**src/rtl/riscv_mem_arbiter_if.sv**
```systemverilog
// Request/response bundle between the IF unit, the LSU, the unified memory and riscv_mem_arbiter.
// slave: arbiter side; master: requesters plus memory side.
interface riscv_mem_arbiter_if #(
  parameter int DATA_WIDTH = 32,
  parameter int MEM_WIDTH  = 4,
  parameter int WADDR_W    = 14
);
  logic                  if_req;
  logic [DATA_WIDTH-1:0] if_addr;
  logic                  if_gnt;
  logic                  if_rvalid;
  logic [DATA_WIDTH-1:0] if_rdata;
  logic                  if_err;

  logic                  d_req;
  logic                  d_we;
  logic [MEM_WIDTH-1:0]  d_be;
  logic [DATA_WIDTH-1:0] d_addr;
  logic [DATA_WIDTH-1:0] d_wdata;
  logic                  d_gnt;
  logic                  d_rvalid;
  logic [DATA_WIDTH-1:0] d_rdata;
  logic                  d_err;

  logic                  mem_en;
  logic                  mem_we;
  logic [MEM_WIDTH-1:0]  mem_be;
  logic [WADDR_W-1:0]    mem_addr;
  logic [DATA_WIDTH-1:0] mem_wdata;
  logic [DATA_WIDTH-1:0] mem_rdata;

  modport slave (
    input  if_req, if_addr,
    output if_gnt, if_rvalid, if_rdata, if_err,
    input  d_req, d_we, d_be, d_addr, d_wdata,
    output d_gnt, d_rvalid, d_rdata, d_err,
    output mem_en, mem_we, mem_be, mem_addr, mem_wdata,
    input  mem_rdata
  );

  modport master (
    output if_req, if_addr,
    input  if_gnt, if_rvalid, if_rdata, if_err,
    output d_req, d_we, d_be, d_addr, d_wdata,
    input  d_gnt, d_rvalid, d_rdata, d_err,
    input  mem_en, mem_we, mem_be, mem_addr, mem_wdata,
    output mem_rdata
  );
endinterface

```
**src/rtl/riscv_mem_arbiter.sv**
```systemverilog
// Shares the single-port unified memory between fetch and load/store; one accept per cycle, 1-cycle response.
// Data wins conflicts by default; define RISCV_ARB_RR_EN for round-robin on conflict.
module riscv_mem_arbiter #(
  parameter int DATA_WIDTH = 32,
  parameter int MEM_WIDTH  = 4,
  parameter int MEM_SIZE   = 65536,
  parameter int HALF_MEM   = 32768,
  parameter int WADDR_W    = $clog2(MEM_SIZE / MEM_WIDTH)
) (
  input  logic                   clk,
  input  logic                   rst,
  riscv_mem_arbiter_if.slave     bus
);
  localparam int OFF = $clog2(MEM_WIDTH);

  typedef enum logic {OWN_IF = 1'b0, OWN_D = 1'b1} owner_e;

  logic   rsp_valid_q, rsp_valid_d;
  owner_e rsp_owner_q, rsp_owner_d;
  logic   rsp_err_q, rsp_err_d;
  logic   rsp_is_store_q, rsp_is_store_d;

  logic if_legal, d_legal;
  logic if_win, d_win;
  logic if_gnt, d_gnt;

`ifdef RISCV_ARB_RR_EN
  owner_e last_winner_q, last_winner_d;
`endif

  always_comb begin
    if_legal = (bus.if_addr[OFF-1:0] == '0) && (bus.if_addr < DATA_WIDTH'(HALF_MEM));
    d_legal  = (bus.d_addr[OFF-1:0] == '0) && (bus.d_addr < DATA_WIDTH'(MEM_SIZE));
`ifdef RISCV_ARB_RR_EN
    // On conflict, the requester that did not win last time goes first.
    d_win = bus.d_req && (!bus.if_req || (last_winner_q == OWN_IF));
`else
    d_win = bus.d_req;
`endif
    if_win = bus.if_req && !d_win;
    d_gnt  = d_win && !rst;
    if_gnt = if_win && !rst;
  end

  assign bus.d_gnt  = d_gnt;
  assign bus.if_gnt = if_gnt;

  // Illegal requests are granted but never strobe the memory.
  always_comb begin
    bus.mem_en    = 1'b0;
    bus.mem_we    = 1'b0;
    bus.mem_be    = '0;
    bus.mem_addr  = '0;
    bus.mem_wdata = '0;
    if (d_gnt) begin
      if (d_legal) begin
        bus.mem_en    = 1'b1;
        bus.mem_we    = bus.d_we;
        bus.mem_be    = bus.d_we ? bus.d_be : {MEM_WIDTH{1'b1}};
        bus.mem_addr  = bus.d_addr[WADDR_W+OFF-1:OFF];
        bus.mem_wdata = bus.d_wdata;
      end
    end else if (if_gnt && if_legal) begin
      bus.mem_en   = 1'b1;
      bus.mem_be   = {MEM_WIDTH{1'b1}};
      bus.mem_addr = bus.if_addr[WADDR_W+OFF-1:OFF];
    end
  end

  always_comb begin
    rsp_valid_d    = d_gnt || if_gnt;
    rsp_owner_d    = d_gnt ? OWN_D : OWN_IF;
    rsp_err_d      = d_gnt ? !d_legal : !if_legal;
    rsp_is_store_d = d_gnt && bus.d_we;
`ifdef RISCV_ARB_RR_EN
    last_winner_d  = rsp_valid_d ? rsp_owner_d : last_winner_q;
`endif
  end

  always_ff @(posedge clk or posedge rst) begin
    if (rst) begin
      rsp_valid_q    <= 1'b0;
      rsp_owner_q    <= OWN_IF;
      rsp_err_q      <= 1'b0;
      rsp_is_store_q <= 1'b0;
    end else begin
      rsp_valid_q    <= rsp_valid_d;
      rsp_owner_q    <= rsp_owner_d;
      rsp_err_q      <= rsp_err_d;
      rsp_is_store_q <= rsp_is_store_d;
    end
  end

`ifdef RISCV_ARB_RR_EN
  always_ff @(posedge clk or posedge rst) begin
    if (rst) begin
      last_winner_q <= OWN_D;
    end else begin
      last_winner_q <= last_winner_d;
    end
  end
`endif

  always_comb begin
    bus.if_rvalid = rsp_valid_q && (rsp_owner_q == OWN_IF);
    bus.d_rvalid  = rsp_valid_q && (rsp_owner_q == OWN_D);
    bus.if_err    = bus.if_rvalid && rsp_err_q;
    bus.d_err     = bus.d_rvalid && rsp_err_q;
    bus.if_rdata  = (bus.if_rvalid && !rsp_err_q) ? bus.mem_rdata : '0;
    bus.d_rdata   = (bus.d_rvalid && !rsp_err_q && !rsp_is_store_q) ? bus.mem_rdata : '0;
  end
endmodule

```
**src/flat_wrapper.sv**
```systemverilog
// flat-port wrapper written by rule: the top's interface ports become plain ports
module riscv_mem_arbiter_flat 
#(
  parameter int DATA_WIDTH = 32,
  parameter int MEM_WIDTH  = 4,
  parameter int MEM_SIZE   = 65536,
  parameter int HALF_MEM   = 32768,
  parameter int WADDR_W    = $clog2(MEM_SIZE / MEM_WIDTH)
)
  (clk, rst, bus_if_req, bus_if_addr, bus_if_gnt, bus_if_rvalid, bus_if_rdata, bus_if_err, bus_d_req, bus_d_we, bus_d_be, bus_d_addr, bus_d_wdata, bus_d_gnt, bus_d_rvalid, bus_d_rdata, bus_d_err, bus_mem_en, bus_mem_we, bus_mem_be, bus_mem_addr, bus_mem_wdata, bus_mem_rdata);
  riscv_mem_arbiter_if #(.DATA_WIDTH(DATA_WIDTH), .MEM_WIDTH(MEM_WIDTH), .WADDR_W(WADDR_W)) bus_i ();
  input  logic clk;
  input  logic rst;
  input wire logic [$bits(bus_i.if_req)-1:0] bus_if_req;
  input wire logic [$bits(bus_i.if_addr)-1:0] bus_if_addr;
  output wire logic [$bits(bus_i.if_gnt)-1:0] bus_if_gnt;
  output wire logic [$bits(bus_i.if_rvalid)-1:0] bus_if_rvalid;
  output wire logic [$bits(bus_i.if_rdata)-1:0] bus_if_rdata;
  output wire logic [$bits(bus_i.if_err)-1:0] bus_if_err;
  input wire logic [$bits(bus_i.d_req)-1:0] bus_d_req;
  input wire logic [$bits(bus_i.d_we)-1:0] bus_d_we;
  input wire logic [$bits(bus_i.d_be)-1:0] bus_d_be;
  input wire logic [$bits(bus_i.d_addr)-1:0] bus_d_addr;
  input wire logic [$bits(bus_i.d_wdata)-1:0] bus_d_wdata;
  output wire logic [$bits(bus_i.d_gnt)-1:0] bus_d_gnt;
  output wire logic [$bits(bus_i.d_rvalid)-1:0] bus_d_rvalid;
  output wire logic [$bits(bus_i.d_rdata)-1:0] bus_d_rdata;
  output wire logic [$bits(bus_i.d_err)-1:0] bus_d_err;
  output wire logic [$bits(bus_i.mem_en)-1:0] bus_mem_en;
  output wire logic [$bits(bus_i.mem_we)-1:0] bus_mem_we;
  output wire logic [$bits(bus_i.mem_be)-1:0] bus_mem_be;
  output wire logic [$bits(bus_i.mem_addr)-1:0] bus_mem_addr;
  output wire logic [$bits(bus_i.mem_wdata)-1:0] bus_mem_wdata;
  input wire logic [$bits(bus_i.mem_rdata)-1:0] bus_mem_rdata;
  assign bus_i.if_req = bus_if_req;
  assign bus_i.if_addr = bus_if_addr;
  assign bus_if_gnt = bus_i.if_gnt;
  assign bus_if_rvalid = bus_i.if_rvalid;
  assign bus_if_rdata = bus_i.if_rdata;
  assign bus_if_err = bus_i.if_err;
  assign bus_i.d_req = bus_d_req;
  assign bus_i.d_we = bus_d_we;
  assign bus_i.d_be = bus_d_be;
  assign bus_i.d_addr = bus_d_addr;
  assign bus_i.d_wdata = bus_d_wdata;
  assign bus_d_gnt = bus_i.d_gnt;
  assign bus_d_rvalid = bus_i.d_rvalid;
  assign bus_d_rdata = bus_i.d_rdata;
  assign bus_d_err = bus_i.d_err;
  assign bus_mem_en = bus_i.mem_en;
  assign bus_mem_we = bus_i.mem_we;
  assign bus_mem_be = bus_i.mem_be;
  assign bus_mem_addr = bus_i.mem_addr;
  assign bus_mem_wdata = bus_i.mem_wdata;
  assign bus_i.mem_rdata = bus_mem_rdata;
  riscv_mem_arbiter #(.DATA_WIDTH(DATA_WIDTH), .MEM_WIDTH(MEM_WIDTH), .MEM_SIZE(MEM_SIZE), .HALF_MEM(HALF_MEM), .WADDR_W(WADDR_W)) u_core (.clk(clk), .rst(rst), .bus(bus_i));
endmodule
```
**config.mk**
```make
export PLATFORM = sky130hd
export DESIGN_NAME = riscv_mem_arbiter_flat
export DESIGN_NICKNAME = d
export VERILOG_FILES = /design/src/rtl/riscv_mem_arbiter_if.sv /design/src/rtl/riscv_mem_arbiter.sv /design/src/flat_wrapper.sv
export SDC_FILE = /design/constraint.sdc
export NUM_CORES = 1
export LEC_CHECK = 0
export ABC_AREA = 1
export CORE_AREA = 8 8 94 96
export CTS_CLUSTER_DIAMETER = 150
export DETAILED_ROUTE_END_ITERATION = 8
export DIE_AREA = 0 0 102 104
export PLACE_DENSITY = 0.76
export SYNTH_ARGS = -nofsm -noshare
export SYNTH_HDL_FRONTEND = slang
export SYNTH_SLANG_ARGS = --single-unit
```
**constraint.sdc**
```tcl
create_clock -name clk -period 1.3 [get_ports clk]
set_input_delay 0.195 -clock clk [delete_from_list [all_inputs] [get_ports clk]]
set_output_delay 0.195 -clock clk [all_outputs]
set_load 0.1 [all_outputs]
```
==> flow_metrics.env, run 1 <==
export IMPL_result_of_the_run="aborted with a tool error"
export IMPL_outcome_stop_stage="global routing"
export IMPL_tool_error="[ERROR GRT-0232] Routing congestion too high. Check the congestion heatmap in the GUI."
export IMPL_cts_made_buffers=3
export IMPL_placement_io_buffers=258
export IMPL_netlist_area_leader_share_pct=37.28
export IMPL_fp_row_count=32
export IMPL_yosys_warnings=0
export IMPL_synthesis_nets=423
export IMPL_gp_routability_congestion=0.7864
export IMPL_largest_net_degree_at_the_start_of_global_routing=14
export IMPL_initial_utilization_pct=17.04
export IMPL_postCtsHoldBufs=0
export IMPL_global_route_overflow_total=4
export IMPL_post_synth_instance_area_sq_um=1269
export IMPL_syn_avg_cell_area_sq_um=4.436
export IMPL_synth_area_top_cells="nor2_1 (37%), inv_1 (22%), nand2_1 (8.0%)"
export IMPL_worstEndpointType="top-level output"
export IMPL_timing_grt_repair_worst_endpoint="bus_if_rdata[11]"
export IMPL_synthDominantAreaCellType="nor2_1"
export IMPL_die_height_um=104
export IMPL_synth_yosys_seq_area_share_pct=7.890
export IMPL_globalRouteTotalUtil_pct=56.89
export IMPL_num_io_pins=259
export IMPL_clock_sinks=4
export IMPL_placedCellCount=668
export IMPL_netlist_instances=286
export IMPL_hpwl_um=11720
export IMPL_fp_dieW_um=102
export IMPL_h_tree_depth=1
export IMPL_cts_root_buffer_cell="clkbuf_8"
export IMPL_yosys_register_bits=4
export IMPL_cts_max_path_buffers=2
export IMPL_post_synth_num_cell_types=19
export IMPL_number_of_antenna_violations_at_the_first_check_in_global_routing=4
cell families after synthesis:
group | Yosys count | share of synthesized area [%]
compound gates | 6 | 2.564
buf+inv | 89 | 27.61
simple gates | 187 | 61.93
flops | 4 | 7.890
cell usage after synthesis:
cell	n
a21oi_1	1
buf_6	1
nor2_2	1
nand2_1	27
nand4_1	13
nor2_4	2
nor3_2	1
o21ai_1	4
and2_0	1
inv_2	1
a21boi_0	1
inv_1	73
nand3_2	1
nand3_1	13
dfrtp_1	4
buf_2	7
nor3_1	2
nor2_1	126
clkbuf_1	7
per-stage QoR:
stage	util (%)	hold WS [ns]	worst slack [ns]	area, sq um	setup TNS, ns
3_5_place_dp	87.08	0.6361	-0.8043	6485	-43.61
2_1_floorplan	-	-0.03892	-0.7682	2344	-80.20
3_3_place_gp	87.08	0.6093	-0.7421	6485	-41.25
4_1_cts	95.55	0.09674	-0.3618	7116	-36.00
metal layers:
layer,track usage [%],GRT overflow
met1,49.88,0
met2,78.12,1
met3,40.03,0
met4,65.69,3
met5,1.026,0
what timing repair did:
action	CTS
pin swaps	62
endpoints found under the hold margin	0
resized for setup	210
setup endpoints to repair	122
buffers inserted	20
cloned	7
==> run 2: changes to the inputs <==
--- a/config.mk
+++ b/config.mk
@@ -7,10 +7,9 @@
 export LEC_CHECK = 0
 export ABC_AREA = 1
 export CORE_AREA = 8 8 94 96
-export CTS_CLUSTER_DIAMETER = 150
 export DETAILED_ROUTE_END_ITERATION = 8
 export DIE_AREA = 0 0 102 104
-export PLACE_DENSITY = 0.76
+export PLACE_DENSITY_LB_ADDON = 0.15
 export SYNTH_ARGS = -nofsm -noshare
 export SYNTH_HDL_FRONTEND = slang
 export SYNTH_SLANG_ARGS = --single-unit
==> run 2 against run 1 <==
- the flow now finishes, with violations (negative setup slack)
- synthesized cell count did not move
- area after synthesis did not move
==> flow_metrics.env, run 2 <==
export IMPL_synth_area_top_cells="nor2_1 (37%), inv_1 (22%), nand2_1 (8.0%)"
export IMPL_async_set_or_reset_register_ratio_after_synthesis_pct=100.0
export IMPL_critical_path_arrival_ns=1.53
export IMPL_worst_setup_path_start_kind="input port"
export IMPL_tritoncts="yes"
export IMPL_clock_sinks=4
export IMPL_powerDensity_nw_per_um2=188.2
export IMPL_die_area_sq_um=10610
export IMPL_most_frequent_cell_after_synthesis="nor2_1"
export IMPL_clkSlewWorstSetupHoldPaths_ns=0.03
export IMPL_placedCellCount=662
export IMPL_synthesis_nets=423
export IMPL_ant_nets=0
export IMPL_global_route_overflow_total=0
export IMPL_post_route_setup_tns_ns=-40.31
export IMPL_setup_violations=121
export IMPL_detail_route_vias_per_cell=4.791
export IMPL_post_synth_num_cell_types=19
export IMPL_postCtsHoldBufs=0
export IMPL_yosys_top_cells_count="nor2_1 (126), inv_1 (73), nand2_1 (27)"
export IMPL_synth_edff_count=0
export IMPL_dr_first_iter_drc_count=117
export IMPL_cp_max_fo=7
export IMPL_number_of_antenna_violations_at_the_first_check_in_global_routing=0
export IMPL_filler_cell_count=200
export IMPL_firstDrtPassIters=4
export IMPL_worstMarginPinSlew_ns=0.2822
export IMPL_cts_max_path_buffers=2
export IMPL_relSlewSlack_pct=81.02
export IMPL_finalCriticalPeriod_ns=1.721
export IMPL_area_used_by_sequential_logic_in_the_layout_sq_um=100.1
export IMPL_ir_worst_vdd_mv=0.2834
export IMPL_failed_checks="negative setup slack"
export IMPL_dp_slack_ns=-0.7864
export IMPL_final_net_count=717
export IMPL_fmax_ghz=0.5811
export IMPL_critPathRequiredTime_ns=1.11
export IMPL_netlist_area_leader_share_pct=37.28
export IMPL_final_instance_count_without_filler_cells=680
export IMPL_diodes=0
export IMPL_layout_cells_most_common_list="buf_12 (131), nor2_4 (112), clkdlybuf4s50_1 (96)"
export IMPL_cts_root_buffer_cell="clkbuf_8"
export IMPL_final_common_cell="buf_12"
export IMPL_min_delay_path_class="in -> async"
export IMPL_core_area_sq_um=7447
export IMPL_min_period_over_period_pct=132.4
export IMPL_post_synth_instance_area_sq_um=1269
export IMPL_footprint_of_the_multi_input_gates_sq_um=2053
export IMPL_globalRouteTotalUtil_pct=27.81
export IMPL_fp_row_count=32
export IMPL_rsz0062_at_grt="true"
export IMPL_wl_per_cell_um=24.54
export IMPL_num_io_pins=259
export IMPL_routed_via_count=3258
export IMPL_via_count_of_the_first_global_routing_pass=3840
export IMPL_yosys_register_bits=4
export IMPL_drive_above_1_share_pct=65.05
export IMPL_synth_main_ff_cell="dfrtp_1"
export IMPL_syn_to_final_growth_pct=448.8
export IMPL_gp_routability_congestion=0.7346
export IMPL_netlist_instances=286
export IMPL_drcViolationCount=0
export IMPL_critPathKind="in -> out"
export IMPL_timing_hold_violations_final=0
export IMPL_cts_made_buffers=3
export IMPL_synth_yosys_seq_area_share_pct=7.890
export IMPL_fin_total_pwr_mw=1.310
export IMPL_fp_dieW_um=102
export IMPL_postLayoutCoreUtil_pct=93.50
export IMPL_cp_end_kind="output port"
export IMPL_wirelength_um=16690
export IMPL_die_height_um=104
export IMPL_largest_net_degree_at_the_start_of_global_routing=15
export IMPL_placement_io_buffers=258
export IMPL_synthDominantAreaCellType="nor2_1"
export IMPL_yosys_warnings=0
export IMPL_layout_setup_ws_ns=-0.4208
export IMPL_hpwl_um=11100
export IMPL_initial_utilization_pct=17.04
export IMPL_h_tree_depth=1
export IMPL_result_of_the_run="finished with violations"
export IMPL_syn_avg_cell_area_sq_um=4.436
export IMPL_timing_max_cap_violations=0
export IMPL_power_leakage_nw=2.831
export IMPL_grt_first_pass_wirelength_um=22660
export IMPL_timing_max_transition_violations_final=0
[run 2: worst paths after layout]
kind                           startpoint                  to  slack, ns  cells after the start
setup / recovery           bus_d_addr[31]   bus_mem_wdata[28]      -0.42                     10
hold / removal                        rst  u_core.rsp_valid_q       0.11                      4
max in group asynchronous             rst    u_core.rsp_err_q       1.03                      4
min in group clk                      rst  u_core.rsp_owner_q       0.28                      3
[run 2: power breakdown]
part / switching [mW] / leakage [nW] / internal (mW)
logic: 0.439 / 2.76 / 0.473
clock network: 0.0670 / 0.0216 / 0.198
registers: 0.00393 / 0.0474 / 0.130
[run 2: logic make-up after synthesis]
family / count (synthesis) / share of synthesized area [%]
compound gates: 6 / 2.564
buf+inv: 89 / 27.61
flops: 4 / 7.890
simple gates: 187 / 61.93
[run 2: critical path, stage by stage]
cell and delay, ns:
buf_6 0.10, nor2_4 0.11, nand2_2 0.09, nor2_4 0.14, buf_6 0.12, nand3_4 0.10, buf_12 0.17, buf_16 0.15
nor2_4 0.14, buf_12 0.19
[run 2: what timing repair did]
item,4_1_cts,5_1_grt
endpoints found under the setup margin,122,121
pin swaps,59,37
gates cloned,8,0
buffers inserted,15,4
resized for setup,200,54
[run 2: metal layers]
layer	wire [um]	track usage, %
met1	5066	25.14
met2	9164	54.62
met3	1486	7.162
met4	970	12.49
met5	0	0
[run 2: cell type report]
class | instances | share of cell area (%)
clock buffer | 3 | 0.5930
inverter | 74 | 4.223
multi-input combinational | 193 | 29.49
sequential | 4 | 1.438
tap | 102 | 1.833
timing repair buffer | 304 | 62.43
[run 2: stage by stage]
stage | cell area [sq um] | hold WS, ns
6_report | 6963 | 0.1134
5_1_grt | 6963 | 0.1295
4_1_cts | 6999 | 0.09196
3_5_place_dp | 6415 | 0.6137
3_3_place_gp | 6415 | 0.6027
2_1_floorplan | 2344 | -0.03892
No activity file was read; power rests on OpenSTA's default activity.
==> run 3: changes to the inputs <==
==> constraint.sdc (replaced) <==
create_clock -name clk -period 1.3 [get_ports clk]
set_input_delay 0.195 -clock clk [delete_from_list [all_inputs] [get_ports clk]]
set_output_delay 0.195 -clock clk [all_outputs]
set_load 0.05 [all_outputs]
==> run 3 against run 2 <==
- the flow still finishes with violations (negative setup slack)
- maximum frequency down 4.0%
- clock power rose by 7%
- global-route usage up 1.8 points
- non-clock buffer count rose by 5
- count of clock-buffer cells in the layout is the same
- critical path type unchanged
- largest power group unchanged
==> flow_metrics.env, run 3 (same netlist as run 2, synthesis figures left out) <==
export IMPL_result_of_the_run="finished with violations"
export IMPL_failed_checks="negative setup slack"
export IMPL_fp_row_count=32
export IMPL_finalCriticalPeriod_ns=1.793
export IMPL_dr_first_iter_drc_count=151
export IMPL_die_area_sq_um=10610
export IMPL_detail_route_vias_per_cell=5.090
export IMPL_critical_path_arrival_ns=1.60
export IMPL_gp_routability_congestion=0.8171
export IMPL_critPathRequiredTime_ns=1.11
export IMPL_hpwl_um=11440
export IMPL_initial_utilization_pct=17.04
export IMPL_global_route_overflow_total=0
export IMPL_tritoncts="yes"
export IMPL_wirelength_um=20000
export IMPL_globalRouteTotalUtil_pct=29.63
export IMPL_p_sw_mw=0.5234
export IMPL_worstMarginPinSlew_ns=0.4881
export IMPL_num_io_pins=259
export IMPL_die_height_um=104
export IMPL_crit_path_cell_trace="buf_2 -> nor2_4 -> nand2_1 -> nor2_1 -> nand2_1 -> nor2_4 -> buf_12 -> nand3_4 -> nand2_4 -> buf_12"
export IMPL_placedCellCount=659
export IMPL_worst_setup_path_start_kind="input port"
export IMPL_min_period_over_period_pct=137.9
export IMPL_placement_io_buffers=258
export IMPL_final_instance_count_without_filler_cells=686
export IMPL_timing_max_transition_violations_final=0
export IMPL_pwr_share_comb_pct=68.3
export IMPL_clock_sinks=4
export IMPL_via_count_of_the_first_global_routing_pass=3895
export IMPL_ant_nets=0
export IMPL_power_switching_share_pct=39.51
export IMPL_critPathKind="in -> out"
export IMPL_final_net_count=722
export IMPL_fp_dieW_um=102
export IMPL_cts_root_buffer_cell="clkbuf_8"
export IMPL_timing_critical_path_slowest_stage_cell="nor2_4"
export IMPL_filler_cell_count=160
export IMPL_power_leakage_nw=2.891
export IMPL_grt_first_pass_wirelength_um=23650
export IMPL_powerDensity_nw_per_um2=186.0
export IMPL_dp_slack_ns=-0.7237
export IMPL_layout_setup_ws_ns=-0.4928
export IMPL_timing_max_cap_violations=0
export IMPL_finish_instance_area_sq_um=7121
export IMPL_p_seq_share_pct=10.2
export IMPL_ir_worst_vdd_mv=0.2057
export IMPL_cp_max_fo=8
export IMPL_slowest_delay_ns=0.25
export IMPL_min_delay_path_class="in -> async"
export IMPL_layout_cells_most_common_list="buf_12 (137), nor2_4 (115), clkdlybuf4s50_1 (96)"
export IMPL_cell_internal_pwr_mw=0.8012
export IMPL_wl_per_cell_um=29.15
export IMPL_number_of_antenna_violations_at_the_first_check_in_global_routing=1
export IMPL_cts_made_buffers=3
export IMPL_fmax_ghz=0.5578
export IMPL_setup_violations=122
export IMPL_core_area_sq_um=7447
export IMPL_syn_to_final_growth_pct=461.2
export IMPL_h_tree_depth=1
export IMPL_routed_via_count=3492
export IMPL_final_common_cell="buf_12"
export IMPL_drcViolationCount=0
export IMPL_relSlewSlack_pct=67.46
export IMPL_timing_hold_violations_final=0
export IMPL_rsz0062_at_grt="true"
export IMPL_drive_above_1_share_pct=65.69
export IMPL_placed_cell_area_sq_um=6361
export IMPL_critical_path_top_delay_family="simple AND/OR/NAND/NOR gates"
export IMPL_cts_max_path_buffers=2
export IMPL_power_share_clock_pct=21.4
export IMPL_clkSlewWorstSetupHoldPaths_ns=0.04
export IMPL_cp_end_kind="output port"
export IMPL_path_buf_inv=3
export IMPL_firstDrtPassIters=4
export IMPL_largest_net_degree_at_the_start_of_global_routing=14
[run 3: cell count changes in the layout (fill, tap and decap cells not counted), sizes merged]
cell | before | now
clkbuf | 10 | 11
diode | 0 | 1
clkdlybuf4s15 | 4 | 2
buf | 196 | 203
dlygate4sd2 | 1 | 0
[run 3: timing repair]
| action | CTS | global route |
|---|---|---|
| hold buffers | 0 | 0 |
| setup endpoints to repair | 122 | 122 |
| setup buffers | 17 | 8 |
| pin swaps | 65 | 37 |
| gates resized for setup | 213 | 58 |
| gates cloned | 7 | 1 |
[run 3: stage by stage]
| step | hold WS, ns | utilization (%) | power (mW) | setup TNS, ns |
|---|---|---|---|---|
| 3_5_place_dp | 0.6329 | 85.42 | 0.8702 | -39.49 |
| 3_3_place_gp | 0.6072 | 85.42 | 0.8391 | -36.41 |
| 4_1_cts | 0.1025 | 94.12 | 1.158 | -33.21 |
| 2_1_floorplan | -0.03892 | - | 0.3587 | -29.36 |
| 6_report | 0.1508 | 95.61 | 1.325 | -42.64 |
| 5_1_grt | 0.1628 | 95.61 | 1.352 | -44.31 |
[run 3: cell type report]
class                      count  area (sq um)  share of cell area [%]
antenna                        1         2.502                 0.03514
clock buffer                   3         41.29                  0.5799
inverter                      74         296.5                   4.164
multi-input combinational    193          2069                   29.06
sequential                     4         100.1                   1.406
tap                          102         127.6                   1.792
timing repair buffer         309          4483                   62.96
[run 3: path summary, 6_finish.rpt]
path	startpoint	endpoint	slack, ns	cells past startpoint
max in group asynchronous	rst	u_core.rsp_valid_q	0.96	4
worst min-delay path	rst	u_core.rsp_is_store_q	0.15	4
worst max-delay path	bus_if_addr[18]	bus_mem_addr[10]	-0.49	10
min in group clk	bus_d_req	u_core.rsp_valid_q	0.37	3
[run 3: metal layers]
layer  GRT usage [%]  share of wire (%)  vias to the layer above
li1                -                  -                     1429
met1           25.26                 28                     1643
met2           57.32                 53                      311
met3           9.170                 10                      109
met4           17.00                8.8                        0
met5               0                  0                        -
[run 3: worst min-delay path, cell delays in order]
cell,delay [ns]
buf_8,0.10
buf_6,0.12
buf_4,0.15
inv_1,0.18
[run 3: power groups by stage]
stage | clock network, mW | registers (mW) | logic, mW
3_3_place_gp | 0 | 0.135 | 0.704
5_1_grt | 0.286 | 0.136 | 0.930
4_1_cts | 0.256 | 0.134 | 0.768
6_report | 0.284 | 0.136 | 0.905
2_1_floorplan | 0 | 0.135 | 0.224
3_5_place_dp | 0 | 0.135 | 0.735
==> run 4: changes to the inputs <==
--- a/config.mk
+++ b/config.mk
@@ -10,6 +10,7 @@
 export DETAILED_ROUTE_END_ITERATION = 8
 export DIE_AREA = 0 0 102 104
 export PLACE_DENSITY_LB_ADDON = 0.15
+export SETUP_SLACK_MARGIN = 0.1
 export SYNTH_ARGS = -nofsm -noshare
 export SYNTH_HDL_FRONTEND = slang
 export SYNTH_SLANG_ARGS = --single-unit
==> constraint.sdc (replaced) <==
create_clock -name clk -period 1.3 [get_ports clk]
set_input_delay 0.39 -clock clk [delete_from_list [all_inputs] [get_ports clk]]
set_output_delay 0.39 -clock clk [all_outputs]
set_load 0.05 [all_outputs]
==> run 4 against run 3 <==
- flip-flop and latch count stayed put
- die area stayed put
- via count is 1.4% lower
- combinational power is 1% higher
- largest power group unchanged
- utilization hardly changed
- highest routed layer unchanged
- cell count stayed put
- critical path type unchanged
- the run still ends with negative setup slack left
- worst hold slack better by 0.044 ns
==> flow_metrics.env, run 4 (same netlist as run 2, synthesis figures left out) <==
export IMPL_fp_row_count=32
export IMPL_final_net_count=721
export IMPL_final_common_cell="buf_12"
export IMPL_p_sw_mw=0.5247
export IMPL_setup_violations=123
export IMPL_critPathKind="in -> out"
export IMPL_hpwl_um=11310
export IMPL_dp_slack_ns=-1.086
export IMPL_detail_route_vias_per_cell=5.017
export IMPL_critical_path_endpoint="bus_mem_addr[3]"
export IMPL_slowest_delay_ns=0.26
export IMPL_failed_checks="negative setup slack"
export IMPL_cp_end_kind="output port"
export IMPL_relSlewSlack_pct=80.97
export IMPL_via_count_of_the_first_global_routing_pass=3872
export IMPL_worst_setup_path_startpoint="bus_d_addr[16]"
export IMPL_drive_above_1_share_pct=66.55
export IMPL_fin_total_pwr_mw=1.351
export IMPL_min_period_over_period_pct=160.5
export IMPL_worstMarginPinSlew_ns=0.2846
export IMPL_cell_internal_pwr_mw=0.8268
export IMPL_die_area_sq_um=10610
export IMPL_core_area_sq_um=7447
export IMPL_fp_dieW_um=102
export IMPL_path_buf_inv=4
export IMPL_h_tree_depth=1
export IMPL_num_io_pins=259
export IMPL_rsz0062_at_grt="true"
export IMPL_power_share_clock_pct=22.1
export IMPL_wl_per_cell_um=28.39
export IMPL_path_depth=8
export IMPL_cts_root_buffer_cell="clkbuf_8"
export IMPL_finalCriticalPeriod_ns=2.087
export IMPL_die_height_um=104
export IMPL_dr_first_iter_drc_count=180
export IMPL_wirelength_um=19470
export IMPL_pwr_share_comb_pct=67.8
export IMPL_syn_to_final_growth_pct=461.0
export IMPL_cts_made_buffers=3
export IMPL_grt_first_pass_wirelength_um=23380
export IMPL_power_switching_share_pct=38.82
export IMPL_ant_nets=0
export IMPL_routed_via_count=3442
export IMPL_layout_setup_ws_ns=-0.7868
export IMPL_ir_worst_vdd_mv=0.2229
export IMPL_crit_path_cell_trace="clkbuf_2 -> nor2_1 -> and2_4 -> buf_12 -> buf_8 -> nand4_1 -> nand2_4 -> buf_12"
export IMPL_clock_sinks=4
export IMPL_timing_max_cap_violations=0
export IMPL_timing_hold_violations_final=0
export IMPL_worst_setup_path_start_kind="input port"
export IMPL_worst_hold_slack_ns=0.1947
export IMPL_timing_critical_path_slowest_stage_cell="nand4_1"
export IMPL_initial_utilization_pct=17.04
export IMPL_power_leakage_nw=2.872
export IMPL_firstDrtPassIters=5
export IMPL_globalRouteTotalUtil_pct=28.94
export IMPL_powerDensity_nw_per_um2=189.9
export IMPL_postLayoutCoreUtil_pct=95.58
export IMPL_critPathRequiredTime_ns=0.91
export IMPL_gp_routability_congestion=0.7909
export IMPL_timing_max_transition_violations_final=0
export IMPL_layout_cells_most_common_list="buf_12 (138), nor2_4 (113), clkdlybuf4s50_1 (96)"
export IMPL_placement_io_buffers=258
export IMPL_drcViolationCount=0
export IMPL_critical_path_top_delay_family="simple AND/OR/NAND/NOR gates"
export IMPL_critical_path_arrival_ns=1.70
export IMPL_p_seq_share_pct=10.2
export IMPL_cp_max_fo=7
export IMPL_largest_net_degree_at_the_start_of_global_routing=14
export IMPL_crit_top_cell="buf_12"
export IMPL_result_of_the_run="finished with violations"
export IMPL_min_delay_path_class="in -> async"
export IMPL_tritoncts="yes"
export IMPL_cts_max_path_buffers=2
export IMPL_number_of_antenna_violations_at_the_first_check_in_global_routing=1
export IMPL_clkSlewWorstSetupHoldPaths_ns=0.04
export IMPL_fmax_ghz=0.4792
export IMPL_global_route_overflow_total=0
==> run 4: layer usage <==
layer | global-route usage, % | vias to the layer above | routed length, um
li1 | - | 1420 | -
met1 | 24.58 | 1614 | 5557
met2 | 56.85 | 307 | 10540
met3 | 8.768 | 101 | 1807
met4 | 15.22 | 0 | 1569
met5 | 0 | - | 0
==> run 4: layout make-up <==
class | instances | area (sq um)
inverters | 74 | 294.0
well taps | 102 | 127.6
repair buffers | 308 | 4481
diodes | 1 | 2.502
flip-flops and latches | 4 | 101.3
multi-input cells | 193 | 2067
fillers | 155 | 329.1
clock buffers | 4 | 45.04
==> run 4: power groups by stage <==
stage / Sequential [mW] / Clock [mW] / Combinational, mW
2_1_floorplan: 0.136 / 0 / 0.233
3_3_place_gp: 0.136 / 0 / 0.728
3_5_place_dp: 0.136 / 0 / 0.756
4_1_cts: 0.134 / 0.280 / 0.779
5_1_grt: 0.137 / 0.302 / 0.945
6_report: 0.137 / 0.298 / 0.916
==> run 4: metrics by stage <==
stage          cell area, sq um  cells  TNS (ns)
2_1_floorplan              2394    286    -62.02
3_3_place_gp               6424    662    -74.01
3_5_place_dp               6424    662    -76.89
4_1_cts                    7029    687    -70.44
5_1_grt                    7118    686    -78.23
6_report                   7118    686    -74.65
==> run 4: tightest hold or removal path, cell delays in order <==
cell and delay, ns:
buf_6 0.11, buf_6 0.12, inv_1 0.16
==> run 4: how the worst min path moves through the flow <==
| stage | start | endpoint | slack [ns] | cells after the start |
|---|---|---|---|---|
| 2_1_floorplan | rst | u_core.rsp_err_q | 0.16 | 1 |
| 3_3_place_gp | rst | u_core.rsp_valid_q | 0.81 | 3 |
| 3_5_place_dp | rst | u_core.rsp_valid_q | 0.82 | 3 |
| 4_1_cts | rst | u_core.rsp_valid_q | 0.22 | 3 |
| 5_1_grt | rst | u_core.rsp_valid_q | 0.20 | 3 |
| 6_report | rst | u_core.rsp_valid_q | 0.19 | 3 |
==> run 4: repair_timing <==
item / in CTS / in global routing
gates resized for setup: 175 / 88
gates cloned: 9 / 2
endpoints found under the hold margin: 0 / 0
setup endpoints to repair: 124 / 123
buffers inserted: 16 / 7
hold buffers: 0 / 0
pin swaps: 58 / 61
